File: src/rtl/osg_frame_loader_if.sv
// Rx byte stream in, channel register-file write port and control strobes out.
interface osg_frame_loader_if;
  logic [7:0]  rx_data;
  logic        rx_valid;
  logic        run_active;
  logic        cfg_we;
  logic [7:0]  cfg_ch;
  logic [16:0] cfg_drt;
  logic [16:0] cfg_del;
  logic [4:0]  cfg_mpl;
  logic [4:0]  cfg_mdl;
  logic [3:0]  cfg_ts;
  logic        pc_start;
  logic        frame_err;
  logic        busy;

  modport master (
    input  rx_data, rx_valid, run_active,
    output cfg_we, cfg_ch, cfg_drt, cfg_del, cfg_mpl, cfg_mdl, cfg_ts,
           pc_start, frame_err, busy
  );

  modport slave (
    output rx_data, rx_valid, run_active,
    input  cfg_we, cfg_ch, cfg_drt, cfg_del, cfg_mpl, cfg_mdl, cfg_ts,
           pc_start, frame_err, busy
  );
endinterface

File: src/rtl/osg_frame_loader.sv
// Frame parser: UART Rx bytes -> validated per-channel timing records and the PC start strobe.
// A commit leaves COMMIT straight to IDLE on the same edge that raises cfg_we/pc_start.
module osg_frame_loader #(
  parameter int         NCH         = 16,
  parameter int         TIMEOUT_CYC = 50000,
  parameter logic [7:0] SYNC        = 8'hA5
) (
  input  logic                clk,
  input  logic                rst_n,
  osg_frame_loader_if.master  bus
);

  localparam int            TW       = $clog2(TIMEOUT_CYC + 1);
  localparam logic [TW-1:0] TMO_LAST = TW'(TIMEOUT_CYC - 1);
  localparam logic [7:0]    NCH_B    = 8'(NCH);
  localparam logic [7:0]    START_CH = 8'hFF;

  typedef enum logic [2:0] {IDLE, HDR, BODY, CHK, START_CHK, COMMIT} st_t;

  typedef struct packed {
    logic [7:0]  ch;
    logic [16:0] drt;
    logic [16:0] del;
    logic [4:0]  mpl;
    logic [4:0]  mdl;
    logic [3:0]  ts;
  } rec_t;

  st_t           state;
  rec_t          rec, out_q;
  logic [7:0]    xacc;
  logic [3:0]    idx;
  logic [TW-1:0] timer;
  logic          rng_bad, is_start;
  logic          cfg_we_q, pc_start_q, frame_err_q, busy_q;

  logic [7:0] d;
  logic       rv, in_frame, tmo, abort, done, fire;

  assign d        = bus.rx_data;
  assign rv       = bus.rx_valid;
  assign in_frame = (state == HDR) || (state == BODY) || (state == CHK) || (state == START_CHK);

  // Timeout beats any byte arriving in the same cycle.
  always_comb begin
    tmo   = in_frame && (timer == TMO_LAST);
    abort = 1'b0;
    done  = 1'b0;
    if (tmo) abort = 1'b1;
    else if (rv) begin
      case (state)
        HDR:       abort = (d != START_CH) && (d >= NCH_B);
        CHK:       begin abort = (d != xacc) || rng_bad; done = !abort; end
        START_CHK: begin abort = (d != START_CH);        done = !abort; end
        default:   ;
      endcase
    end
    if (state == COMMIT) done = 1'b1;
    fire = done && !bus.run_active;
  end

  always_ff @(posedge clk or negedge rst_n) begin
    if (!rst_n) begin
      state       <= IDLE;
      rec         <= '0;
      out_q       <= '0;
      xacc        <= '0;
      idx         <= '0;
      timer       <= '0;
      rng_bad     <= 1'b0;
      is_start    <= 1'b0;
      cfg_we_q    <= 1'b0;
      pc_start_q  <= 1'b0;
      frame_err_q <= 1'b0;
      busy_q      <= 1'b0;
    end else begin
      cfg_we_q    <= 1'b0;
      pc_start_q  <= 1'b0;
      frame_err_q <= abort || (state == COMMIT && rv);
      if (abort || fire) begin
        state   <= IDLE;
        busy_q  <= 1'b0;
        xacc    <= '0;
        idx     <= '0;
        timer   <= '0;
        rng_bad <= 1'b0;
        if (fire) begin
          if (is_start) pc_start_q <= 1'b1;
          else begin
            cfg_we_q <= 1'b1;
            out_q    <= rec;
          end
        end
      end else if (done) begin
        state <= COMMIT;
      end else begin
        if (in_frame) timer <= rv ? '0 : timer + TW'(1);
        if (rv) begin
          case (state)
            IDLE: if (d == SYNC) begin
              state  <= HDR;
              busy_q <= 1'b1;
            end
            HDR: begin
              is_start <= (d == START_CH);
              state    <= (d == START_CH) ? START_CHK : BODY;
              if (d != START_CH) begin
                rec.ch <= d;
                xacc   <= d;
              end
            end
            BODY: begin
              idx  <= idx + 4'd1;
              xacc <= xacc ^ d;
              case (idx)
                4'd0: begin rec.drt[16] <= d[0]; rng_bad <= rng_bad | (|d[7:1]); end
                4'd1: rec.drt[15:8] <= d;
                4'd2: rec.drt[7:0]  <= d;
                4'd3: begin rec.del[16] <= d[0]; rng_bad <= rng_bad | (|d[7:1]); end
                4'd4: rec.del[15:8] <= d;
                4'd5: rec.del[7:0]  <= d;
                4'd6: begin rec.mpl <= d[4:0]; rng_bad <= rng_bad | (|d[7:5]); end
                4'd7: begin rec.mdl <= d[4:0]; rng_bad <= rng_bad | (|d[7:5]); end
                4'd8: begin rec.ts  <= d[3:0]; rng_bad <= rng_bad | (|d[7:4]); state <= CHK; end
                default: ;
              endcase
            end
            default: ;
          endcase
        end
      end
    end
  end

  assign bus.cfg_we    = cfg_we_q;
  assign bus.cfg_ch    = out_q.ch;
  assign bus.cfg_drt   = out_q.drt;
  assign bus.cfg_del   = out_q.del;
  assign bus.cfg_mpl   = out_q.mpl;
  assign bus.cfg_mdl   = out_q.mdl;
  assign bus.cfg_ts    = out_q.ts;
  assign bus.pc_start  = pc_start_q;
  assign bus.frame_err = frame_err_q;
  assign bus.busy      = busy_q;

endmodule
File: src/flat_wrapper.sv
// flat-port wrapper written by rule: the top's interface ports become plain ports
module osg_frame_loader_flat 
#(
  parameter int         NCH         = 16,
  parameter int         TIMEOUT_CYC = 50000,
  parameter logic [7:0] SYNC        = 8'hA5
)
  (clk, rst_n, bus_rx_data, bus_rx_valid, bus_run_active, bus_cfg_we, bus_cfg_ch, bus_cfg_drt, bus_cfg_del, bus_cfg_mpl, bus_cfg_mdl, bus_cfg_ts, bus_pc_start, bus_frame_err, bus_busy);
  osg_frame_loader_if bus_i ();
  input  logic clk;
  input  logic rst_n;
  input wire logic [$bits(bus_i.rx_data)-1:0] bus_rx_data;
  input wire logic [$bits(bus_i.rx_valid)-1:0] bus_rx_valid;
  input wire logic [$bits(bus_i.run_active)-1:0] bus_run_active;
  output wire logic [$bits(bus_i.cfg_we)-1:0] bus_cfg_we;
  output wire logic [$bits(bus_i.cfg_ch)-1:0] bus_cfg_ch;
  output wire logic [$bits(bus_i.cfg_drt)-1:0] bus_cfg_drt;
  output wire logic [$bits(bus_i.cfg_del)-1:0] bus_cfg_del;
  output wire logic [$bits(bus_i.cfg_mpl)-1:0] bus_cfg_mpl;
  output wire logic [$bits(bus_i.cfg_mdl)-1:0] bus_cfg_mdl;
  output wire logic [$bits(bus_i.cfg_ts)-1:0] bus_cfg_ts;
  output wire logic [$bits(bus_i.pc_start)-1:0] bus_pc_start;
  output wire logic [$bits(bus_i.frame_err)-1:0] bus_frame_err;
  output wire logic [$bits(bus_i.busy)-1:0] bus_busy;
  assign bus_i.rx_data = bus_rx_data;
  assign bus_i.rx_valid = bus_rx_valid;
  assign bus_i.run_active = bus_run_active;
  assign bus_cfg_we = bus_i.cfg_we;
  assign bus_cfg_ch = bus_i.cfg_ch;
  assign bus_cfg_drt = bus_i.cfg_drt;
  assign bus_cfg_del = bus_i.cfg_del;
  assign bus_cfg_mpl = bus_i.cfg_mpl;
  assign bus_cfg_mdl = bus_i.cfg_mdl;
  assign bus_cfg_ts = bus_i.cfg_ts;
  assign bus_pc_start = bus_i.pc_start;
  assign bus_frame_err = bus_i.frame_err;
  assign bus_busy = bus_i.busy;
  osg_frame_loader #(.NCH(NCH), .TIMEOUT_CYC(TIMEOUT_CYC), .SYNC(SYNC)) u_core (.clk(clk), .rst_n(rst_n), .bus(bus_i));
endmodule
File: config.mk
export PLATFORM = sky130hd
export DESIGN_NAME = osg_frame_loader_flat
export DESIGN_NICKNAME = d
export VERILOG_FILES = /design/src/rtl/osg_frame_loader_if.sv /design/src/rtl/osg_frame_loader.sv /design/src/flat_wrapper.sv
export SDC_FILE = /design/constraint.sdc
export NUM_CORES = 1
export LEC_CHECK = 0
export ABC_AREA = 1
export ABC_CLOCK_PERIOD_IN_PS = 2360
export BUFFER_PORTS_ARGS = -buffer_cell sky130_fd_sc_hd__clkbuf_2
export CORE_ASPECT_RATIO = 2
export CORE_UTILIZATION = 25
export DETAILED_ROUTE_END_ITERATION = 12
export PLACE_DENSITY_LB_ADDON = 0.15
export RECOVER_POWER = 50
export SLEW_MARGIN = 5
export SYNTH_ARGS = -nofsm -noshare
export SYNTH_HDL_FRONTEND = slang
export SYNTH_SLANG_ARGS = --single-unit
File: constraint.sdc
create_clock -name clk -period 2.36 [get_ports clk]
set_clock_uncertainty 0.05 [all_clocks]
set_input_delay 0.118 -clock clk [delete_from_list [all_inputs] [get_ports clk]]
set_output_delay 0.118 -clock clk [all_outputs]
set_load 0.01 [all_outputs]
==> results of run 1 <==
-- worst max path at each step --
stage                          from  depth (start not counted)  slack (ns)                      to
floorplan           u_core.timer[0]                         13        0.34  u_core.bus.cfg_del[10]
global placement    u_core.timer[7]                         14        0.05          u_core.xacc[0]
detailed placement  u_core.timer[1]                         14        0.05          u_core.xacc[5]
CTS                  bus_rx_data[0]                         15        0.03   u_core.bus.cfg_del[0]
global route         u_core.xacc[6]                         14       -0.03  u_core.bus.cfg_drt[14]
finish               bus_rx_data[3]                         16        0.14  u_core.bus.cfg_drt[11]
-- through the flow --
stage          setup WS [ns]  std cells
3_3_place_gp         0.04754       1122
3_5_place_dp         0.04998       1122
2_1_floorplan         0.3401        670
6_report              0.1385       1158
4_1_cts              0.02761       1155
5_1_grt             -0.03059       1158
-- cells by family (layout without fill, tap and decap cells) --
kind of cell / Yosys count / after routing
fa+ha+maj: 5 / 5
buf+inv: 73 / 213
flops: 149 / 149
compound gates: 99 / 99
xor+xnor: 11 / 11
mux: 57 / 57
simple gates: 276 / 276
-- power groups by stage --
stage	Sequential (uW)	Combinational [uW]	Clock (uW)
finish	3040	1790	2970
global route	3080	2040	3160
CTS	3050	1810	3070
detailed placement	3090	1800	0
global placement	3080	1790	0
floorplan	3030	1130	0
-- area by class of cell --
class | count | area (sq um) | area share [%]
clock inverters | 12 | 205.2 | 2.362
clock buffers | 17 | 425.4 | 4.898
flip-flops and latches | 149 | 3730 | 42.94
well taps | 348 | 435.4 | 5.013
repair buffers | 130 | 889.6 | 10.24
inverters | 54 | 207.7 | 2.391
multi-input cells | 448 | 2793 | 32.15
-- routing by layer --
layer | wire (um) | global-route usage [%]
met3 | 506 | 3.337
met2 | 11290 | 28.07
met4 | 650 | 7.135
met5 | 0 | 0
met1 | 6748 | 13.94
-- state kept, by name, indices dropped and copies added (netlist names) --
register / count
u_core.bus.cfg_del: 17
u_core.bus.cfg_mpl: 5
u_core.bus.cfg_we: 1
u_core.bus.pc_start: 1
u_core.idx: 4
u_core.bus.cfg_mdl: 5
u_core.bus.frame_err: 1
u_core.xacc: 8
u_core.bus.cfg_drt: 17
u_core.rng_bad: 1
u_core.rec: 56
u_core.state: 3
u_core.bus.cfg_ch: 8
u_core.bus.busy: 1
u_core.bus.cfg_ts: 4
u_core.is_start: 1
u_core.timer: 16
-- layout by cell type, fill, tap and decap left out, types with 11 or more instances in the layout --
cell,instances
nand3_1,29
nor3_1,12
mux2_4,29
dfrtp_1,148
nor2_1,41
clkbuf_2,26
buf_4,40
a21oi_1,12
inv_1,41
clkbuf_1,46
clkbuf_16,18
o21ai_1,46
o21ai_0,32
xor2_1,11
mux2_2,28
nand2_1,147
-- critical path, delay by kind of cell --
| family | cells | cell delay (ns) |
|---|---|---|
| muxes | 1 | 0.34 |
| buffers and inverters | 5 | 1.11 |
| and+or+nand+nor | 10 | 0.91 |
-- what timing repair did --
action | CTS | global route
hold buffers | 4 | 0
gates resized for setup | 0 | 12
endpoints found under the hold margin | 57 | 0
buffers inserted | 0 | 2
endpoints found under the setup margin | 0 | 86
==> reports/qor.yml, run 1 <==
status: "finished, violations left"
synth-simple-area-share_pct: 19.23
hold_path.class: "in -> reg"
violations: "capacitance limit, slew limit"
crit_path_end_kind: "flip-flop"
holdPathEnd: "u_core.bus.pc_start"
postRouteAntennaNets: 0
yosys.area_share.xor_xnor_pct: 1.404
cts_root_buffer: "clkbuf_16"
fin_crit_sh_pct: 94.13
rr_endpoint: "u_core.bus.cfg_drt[11]"
period_minus_slack_ns: 2.222
final_cell_area_sq_um: 8686
path_cells: "dlygate4sd3_1, clkbuf_2, inv_4, nand2_2, nand2_2, nand2_1, nor2_2, nand4_1, nand2_2, nand2_4, nand2_8, nand2_8, nor2_8, buf_12, buf_12, mux2_2"
portBuffers: 71
whs_ns: 0.03688
wl_per_cell_um: 16.58
p_leak_uw: 0.004135
synth_edf_count: 0
overflow: 0
nNetsFinal: 817
crit_top_cell: "nand2_2"
grt_setup_unrepaired: "yes"
synth.most_common_cell: "dfrtp_1"
worstSetupPathType: "in -> reg"
ys_seq_area_share_pct: 54.32
crit_arrival_ns: 2.49
dieArea_sq_um: 28160
drt_iter0_drc: 184
required_ns: 2.62
totalWireLength_mm: 19.20
max_freq_mhz: 450.1
synthTopCellsByArea: "dfrtp_1 (54%), nand2_1 (8.1%), mux2_4 (6.3%), mux2_2 (4.6%), o21ai_1 (3.4%)"
grt_antenna_before_repair: 0
pwr-share-clk_pct: 38.0
grt_usage_pct: 14.49
area_delta_synth_final_pct: 26.54
report.final.slew_viol_count: 59
postSynthRegisterBits: 149
start_kind: "primary input"
synthTopCellsByCount: "dfrtp_1 (149), nand2_1 (148), o21ai_1 (46)"
rows: 85
synth_adder_area_share_pct: 0.9114
crit_fanout: 15
yosysWarnings: 0
synthFlopType: "dfrtp_1"
die_y_um: 236.3
ys_types: 43
p_per_area_nw_per_um2: 898.1
cts.path.max_buffers: 2
clk_pin_slew_worst_paths_ns: 0.06
die_w_um: 119.2
holdPathStages: 4
ios: 72
drc_errors: 0
synth_mux_area_share_pct: 10.94
cts_tree: "built"
netlist.area_leader.share_pct: 54.32
start_util_pct: 25.51
num-fill-cells: 2789
postSynthCellCount: 670
core_sq_um: 26910
avgSynthCellArea_sq_um: 10.24
grt_pass1_vias: 5181
tightest_slew_ns: 1.560
setup_tns_ns: 0
insertedDiodeCount: 0
reg2reg_from: "u_core.state[2]"
gp_congestion: 0.7916
setup_violations: 0
p_int_uw: 5377
worstRegToRegCells: 12
r2r_slack_ns: 0.15
grt_max_degree: 59
cpMaxStageDelayCell: "dlygate4sd3_1"
p_total_uw: 7801
cpPeakStageDelay_ns: 0.54
hold_violations: 0
vdd_drop_max_mv: 0.4682
synth_area_sq_um: 6864
drive_gt1_share_pct: 26.30
swShare_pct: 31.07
hpwl_mm: 14.44
clk_latency_ns: 0.44
num_vias: 5006
drv_cap: 1
seqPwrFrac_pct: 39.0
synth_fp_nets: 687
power_frac_comb_pct: 23.0
async_flop_share_pct: 100.0
cts_max_level: 4
synth_compound_area_share_pct: 7.856
synth_top_family_by_area: "simple AND/OR/NAND/NOR gates"
grt_pass1_wl_mm: 29.95
slew_headroom_pct: -4.021
min_from: "bus_run_active"
viasPerCell: 4.323
cts_buffers: 17
post-synth-top-area-cell: "dfrtp_1"
fin_util_pct: 32.28
switchingPower_uw: 2424
dr.pass1.iters: 4
dpl-instance-area_sq_um: 8000
clock_sinks: 149
No activity file was read; power rests on OpenSTA's default activity.
==> inputs of run 2 (changes only) <==
--- a/config.mk
+++ b/config.mk
@@ -6,8 +6,9 @@
 export NUM_CORES = 1
 export LEC_CHECK = 0
 export ABC_AREA = 1
-export ABC_CLOCK_PERIOD_IN_PS = 2360
+export ABC_CLOCK_PERIOD_IN_PS = 2400
 export BUFFER_PORTS_ARGS = -buffer_cell sky130_fd_sc_hd__clkbuf_2
+export CAP_MARGIN = 0
 export CORE_ASPECT_RATIO = 2
 export CORE_UTILIZATION = 25
 export DETAILED_ROUTE_END_ITERATION = 12
==> constraint.sdc (replaced) <==
create_clock -name clk -period 2.4 [get_ports clk]
set_clock_uncertainty 0.05 [all_clocks]
set_input_delay 0.12 -clock clk [delete_from_list [all_inputs] [get_ports clk]]
set_output_delay 0.12 -clock clk [all_outputs]
set_load 0.01 [all_outputs]
==> run 2 against run 1 <==
  * Flip-flop and latch count did not move
  * Cell area fell by 2.6%
  * The flow now finishes without violations
  * Utilization fell by 0.84 points
==> reports/qor.yml, run 2 (synthesized netlist as in run 1, its figures left out) <==
status: "completed"
core_sq_um: 26910  # unchanged
hold_path.class: "in -> reg"
portBuffers: 71  # unchanged
stdcell_count: 1149  # -0.78%
area_delta_synth_final_pct: 23.24
p_per_area_nw_per_um2: 862.4  # -4.0%
rows: 85  # unchanged
cts_buffers: 17  # unchanged
insertedDiodeCount: 0  # unchanged
die_w_um: 119.2  # unchanged
overflow: 0  # unchanged
drv_cap: 0  # -1
grt_pass1_wl_mm: 30.05  # +0.32%
setup_violations: 0  # unchanged
fin_crit_sh_pct: 92.40
ios: 72  # unchanged
clk_latency_ns: 0.44  # about the same
crit_arrival_ns: 2.48  # about the same
hpwl_mm: 14.42  # -0.14%
worstSetupPathType: "reg -> reg"
p_total_uw: 7295  # -6.5%
grt_setup_unrepaired: "yes"
postRouteAntennaNets: 0  # unchanged
hold_violations: 0  # unchanged
vdd_drop_max_mv: 0.4976  # +6.3%
grt_usage_pct: 14.42  # -0.069 points
start_util_pct: 25.51  # unchanged
largest_reg_flops: 56  # unchanged
required_ns: 2.67  # +0.05 ns
holdPathEnd: "u_core.rec[25]"
tightest_slew_ns: 1.452  # -0.1083 ns
place_inst: 1114  # -0.71%
report.final.slew_viol_count: 0  # -100%
rr_endpoint: "u_core.rec[20]"
drc_errors: 0  # unchanged
holdPathStages: 3  # -1
grt_antenna_before_repair: 0  # unchanged
slew_headroom_pct: 3.199  # +7.2 points
grt_pass1_vias: 5188  # +0.14%
drt_iter0_drc: 152  # -17%
wl_per_cell_um: 16.37  # -1.2%
dieArea_sq_um: 28160  # unchanged
cts_tree: "built"
gp_congestion: 0.8291  # +4.7%
nNetsFinal: 805  # -1.5%
min_from: "bus_rx_data[3]"
num-fill-cells: 2790  # +0.036%
dr.pass1.iters: 5  # +1
p_leak_uw: 0.004112  # -0.56%
final_cell_mix: "dfrtp_1 (149), nand2_1 (148), clkbuf_2 (52)"
reg2reg_from: "u_core.timer[4]"
crit_fanout: 16  # +1
clock_sinks: 149  # unchanged
regMostFlops: "u_core.rec"
mostFrequentLayoutCell: "dfrtp_1"
grt_max_degree: 59  # unchanged
drive_gt1_share_pct: 27.72  # +1.4 points
viasPerCell: 4.336  # +0.30%
cts_max_level: 4  # unchanged
r2r_slack_ns: 0.18  # +0.03 ns
totalWireLength_mm: 18.81  # -2.0%
setup_tns_ns: 0  # unchanged
clk_pin_slew_worst_paths_ns: 0.06  # about the same
period_minus_slack_ns: 2.218
crit_path_end_kind: "flip-flop"
start_kind: "flip-flop"
cts.path.max_buffers: 2  # unchanged
max_freq_mhz: 451.0
die_y_um: 236.3  # unchanged
num_vias: 4982  # -0.48%
cts_root_buffer: "clkbuf_16"
worstRegToRegCells: 12  # unchanged
## run 2: cell types whose count changed in the layout (fill, tap and decap cells not counted), sizes merged, moves of 2 or more
| cell | delta |
|---|---|
| clkinvlp | +2 |
| buf | -13 |
| clkbuf | +7 |
| bufinv | -4 |
## run 2: worst max path at each step
| stage | from | to | slack (ns) |
|---|---|---|---|
| 6_report | u_core.timer[4] | u_core.rec[20] | 0.18 |
| 3_3_place_gp | u_core.timer[4] | u_core.rec[40] | 0.14 |
| 3_5_place_dp | u_core.timer[4] | u_core.rec[20] | 0.14 |
| 4_1_cts | u_core.timer[4] | u_core.rec[20] | 0.13 |
| 5_1_grt | bus_rx_data[0] | u_core.rec[20] | -0.07 |
| 2_1_floorplan | u_core.timer[0] | u_core.bus.cfg_del[10] | 0.38 |
## run 2: final cells by class
class	instances	area, sq um	area share [%]
sequential	149	3729	44.08
multi-input combinational	448	2769	32.73
timing repair buffer	118	743.2	8.786
clock buffer	22	484.2	5.724
tap	348	435.4	5.147
inverter	54	202.7	2.396
clock inverter	10	96.34	1.139
## run 2: repair_timing
item                                   in CTS  in global routing
setup buffers                               0                  0
setup endpoints to repair                   0                 16
hold buffers                                3                  0
endpoints found under the hold margin      56                  0
resized for setup                           0                  0
## run 2: metrics by stage
step / util [%] / setup WS, ns / hold slack (ns) / instance area [sq um]
global route: 31.44 / -0.06576 / 0.03807 / 8459
floorplan: - / 0.3801 / -0.2256 / 6864
finish: 31.44 / 0.1825 / 0.03616 / 8459
global placement: 29.42 / 0.1375 / 0.08039 / 7915
CTS: 31.69 / 0.1277 / 0.02165 / 8526
detailed placement: 29.42 / 0.1433 / 0.08357 / 7915
## run 2: report_power, final
group,leakage [uW],switching [uW],internal (uW)
Combinational,0.00179,1060,599
Clock,0.000275,1080,1540
Sequential,0.00205,221,2790
Total,0.00411,2370,4930
## run 2: routing by layer
metal	GRT usage, %	vias up	share of wire, %	wire, um
met5	0	-	0	0
met4	6.866	0	2.7	505
met3	2.756	27	2.5	467
met2	27.92	65	58	10960
met1	14.33	2423	37	6878
li1	-	2467	-	-
## run 2: worst max-delay path: stages, from the launching register on
cell and delay, ns:
dfrtp_1 0.39, inv_1 0.14, nand4_1 0.17, nor2_1 0.19
nand3_1 0.09, nand2_1 0.08, inv_2 0.05, nand2_4 0.08
nand2_8 0.08, nor2_4 0.24, nand3_2 0.31, nand2_1 0.15
o21ai_1 0.07
==> inputs of run 3 (changes only) <==
--- a/config.mk
+++ b/config.mk
@@ -14,6 +14,7 @@
 export DETAILED_ROUTE_END_ITERATION = 12
 export PLACE_DENSITY_LB_ADDON = 0.15
 export RECOVER_POWER = 50
+export SETUP_SLACK_MARGIN = 0.2
 export SLEW_MARGIN = 5
 export SYNTH_ARGS = -nofsm -noshare
 export SYNTH_HDL_FRONTEND = slang
==> run 3 against run 2 <==
  * The run now ends with capacitance limit, slew limit left
  * Sequential power about the same
  * Global-route usage about the same
  * Cell area increased by 5.0%
  * First-iteration DRC count increased by 7.2%
  * Hold slack got worse by 0.0014 ns
  * Flip-flop and latch count unchanged
  * Die area unchanged
  * Clock power about the same
  * Combinational power increased by 11%
  * Critical path type unchanged
  * Critical endpoint is now u_core.bus.cfg_drt[8]
  * Largest cell class unchanged
==> reports/qor.yml, run 3 (synthesized netlist as in run 1, its figures left out) <==
crit_fanout: 10  # -6
start_kind: "flip-flop"
period_minus_slack_ns: 2.175  # -0.04296 ns
grt_setup_unrepaired: "yes"
clock_sinks: 149  # unchanged
dp_worst_setup_slack_ns: 0.1433  # unchanged
start_util_pct: 25.51  # unchanged
cts_root_buffer: "clkbuf_16"
die_y_um: 236.3  # unchanged
num_vias: 5077  # +1.9%
swShare_pct: 32.99  # +0.51 points
overflow: 0  # unchanged
regMostFlops: "u_core.rec"
multi_input_area_sq_um: 2904  # +4.9%
crit_arrival_ns: 2.44  # -0.04 ns
clk_latency_ns: 0.44  # about the same
vdd_drop_max_mv: 0.4987  # +0.21%
crit_path_end_kind: "flip-flop"
nNetsFinal: 826  # +2.6%
totalWireLength_mm: 19.70  # +4.7%
whs_ns: 0.03477  # -0.001387 ns
final_cell_mix: "dfrtp_1 (148), nand2_1 (145), o21ai_1 (47)"
p_per_area_nw_per_um2: 844.9  # -2.0%
use_met3_pct: 2.732  # -0.024 points
report.final.slew_viol_count: 57  # +57
fin_crit_sh_pct: 90.61  # -1.8 points
grt_antenna_before_repair: 0  # unchanged
drc_errors: 0  # unchanged
hold_path.class: "in -> reg"
hold_violations: 0  # unchanged
grtUsageMet2_pct: 27.96  # +0.035 points
worstSetupPathType: "reg -> reg"
viasPerCell: 4.339  # about the same
ios: 72  # unchanged
slew_headroom_pct: -2.534  # -5.7 points
core_sq_um: 26910  # unchanged
grt_max_degree: 59  # unchanged
grt_pass1_wl_mm: 30.10  # +0.18%
clk_pin_slew_worst_paths_ns: 0.06  # about the same
required_ns: 2.67  # about the same
hpwl_mm: 14.42  # unchanged
p_leak_uw: 0.004223  # +2.7%
met1_usage_pct: 14.30  # -0.031 points
layout.area.seq_sq_um: 3730  # about the same
drive_gt1_share_pct: 30.17  # +2.5 points
drt_iter0_drc: 163  # +7.2%
dr.pass1.iters: 5  # unchanged
die_w_um: 119.2  # unchanged
largest_reg_flops: 56  # unchanged
max_freq_mhz: 459.9  # +2.0%
cts_max_level: 4  # unchanged
drv_cap: 1  # +1
setup_tns_ns: 0  # unchanged
dieArea_sq_um: 28160  # unchanged
p_int_uw: 5030  # +2.1%
final_cell_area_sq_um: 8885  # +5.0%
wl_per_cell_um: 16.84  # +2.8%
p_total_uw: 7507  # +2.9%
violations: "capacitance limit, slew limit"
num-fill-cells: 2760  # -1.1%
rows: 85  # unchanged
setup_violations: 0  # unchanged
busiest_layer: "met2"
tightest_slew_ns: 1.538  # +0.08599 ns
setup_ws_ns: 0.2255  # +0.04296 ns
cts.path.max_buffers: 2  # unchanged
seqPwrFrac_pct: 40.1  # -1.2 points
grt_usage_pct: 14.44  # +0.015 points
insertedDiodeCount: 0  # unchanged
cts_buffers: 17  # unchanged
dpl-instance-area_sq_um: 7915  # unchanged
portBuffers: 71  # unchanged
mostFrequentLayoutCell: "dfrtp_1"
status: "finished, violations left"
cts_tree: "built"
power_frac_comb_pct: 24.7  # +1.9 points
gp_congestion: 0.8291  # unchanged
grt_pass1_vias: 5211  # +0.44%
switchingPower_uw: 2477  # +4.5%
postRouteAntennaNets: 0  # unchanged
pwr-share-clk_pct: 35.2  # -0.8 points
area_delta_synth_final_pct: 29.44
-- run 3: changes by cell type in the layout (fill, tap and decap cells not counted), sizes merged --
cell	previous run	this run
buf	40	58
nand3	35	37
clkbuf	97	98
-- run 3: worst max-delay path, stage by stage, from the launching register on --
cell and delay (ns):
dfrtp_1 0.39, inv_1 0.06, nand2_1 0.05, nand2_1 0.07
nand2_1 0.09, nor2_1 0.13, nand4_1 0.12, nand2_2 0.10
nand2_4 0.07, nand2_8 0.09, nand2_8 0.09, nor2_8 0.15
buf_12 0.14, buf_12 0.13, mux2_2 0.33
-- run 3: power by group through the flow --
stage,sequential [uW],combinational (uW),clock [uW]
global placement,3060,1710,0
global route,3050,2090,2810
CTS,3020,1710,2730
detailed placement,3060,1700,0
floorplan,2980,1110,0
finish,3010,1850,2640
-- run 3: timing repair --
action / 4_1_cts / 5_1_grt
hold buffers: 3 / 0
gates cloned: 0 / 7
setup buffers: 1 / 13
setup endpoints to repair: 53 / 130
gates resized for setup: 2 / 43
endpoints found under the hold margin: 56 / 0
pin swaps: 1 / 5
-- run 3: through the flow --
stage,cells,util [%]
final,1170,33.02
after global routing,1170,33.02
after CTS,1150,31.73
after detailed placement,1114,29.42
after global placement,1114,29.42
after floorplan,670,-
-- run 3: worst paths after layout --
check	slack, ns	cells past startpoint	from	endpoint
worst max-delay path	0.23	14	u_core.xacc[5]	u_core.bus.cfg_drt[8]
worst min-delay path	0.03	3	bus_rx_data[3]	u_core.rec[25]
worst max register to register	0.23	14	u_core.xacc[5]	u_core.bus.cfg_drt[8]
worst min register to register	0.41	2	u_core.rec[55]	u_core.rec[55]
max in group asynchronous	0.49	3	rst_n	u_core.rec[41]
min in group asynchronous	0.54	2	rst_n	u_core.bus.cfg_del[8]
-- run 3: final cells by class --
type                            count  share of cell area [%]
Sequential cell                   149                   41.98
Multi-Input combinational cell    450                   32.69
Timing Repair Buffer              137                   11.59
Clock buffer                       22                   5.450
Tap cell                          348                   4.901
Inverter                           54                   2.310
Clock inverter                     10                   1.084
-- run 3: metal layers --
layer / vias up / share of wire, %
li1: 2518 / -
met1: 2458 / 36
met2: 71 / 59
met3: 30 / 2.2
met4: 0 / 2.9
met5: - / 0
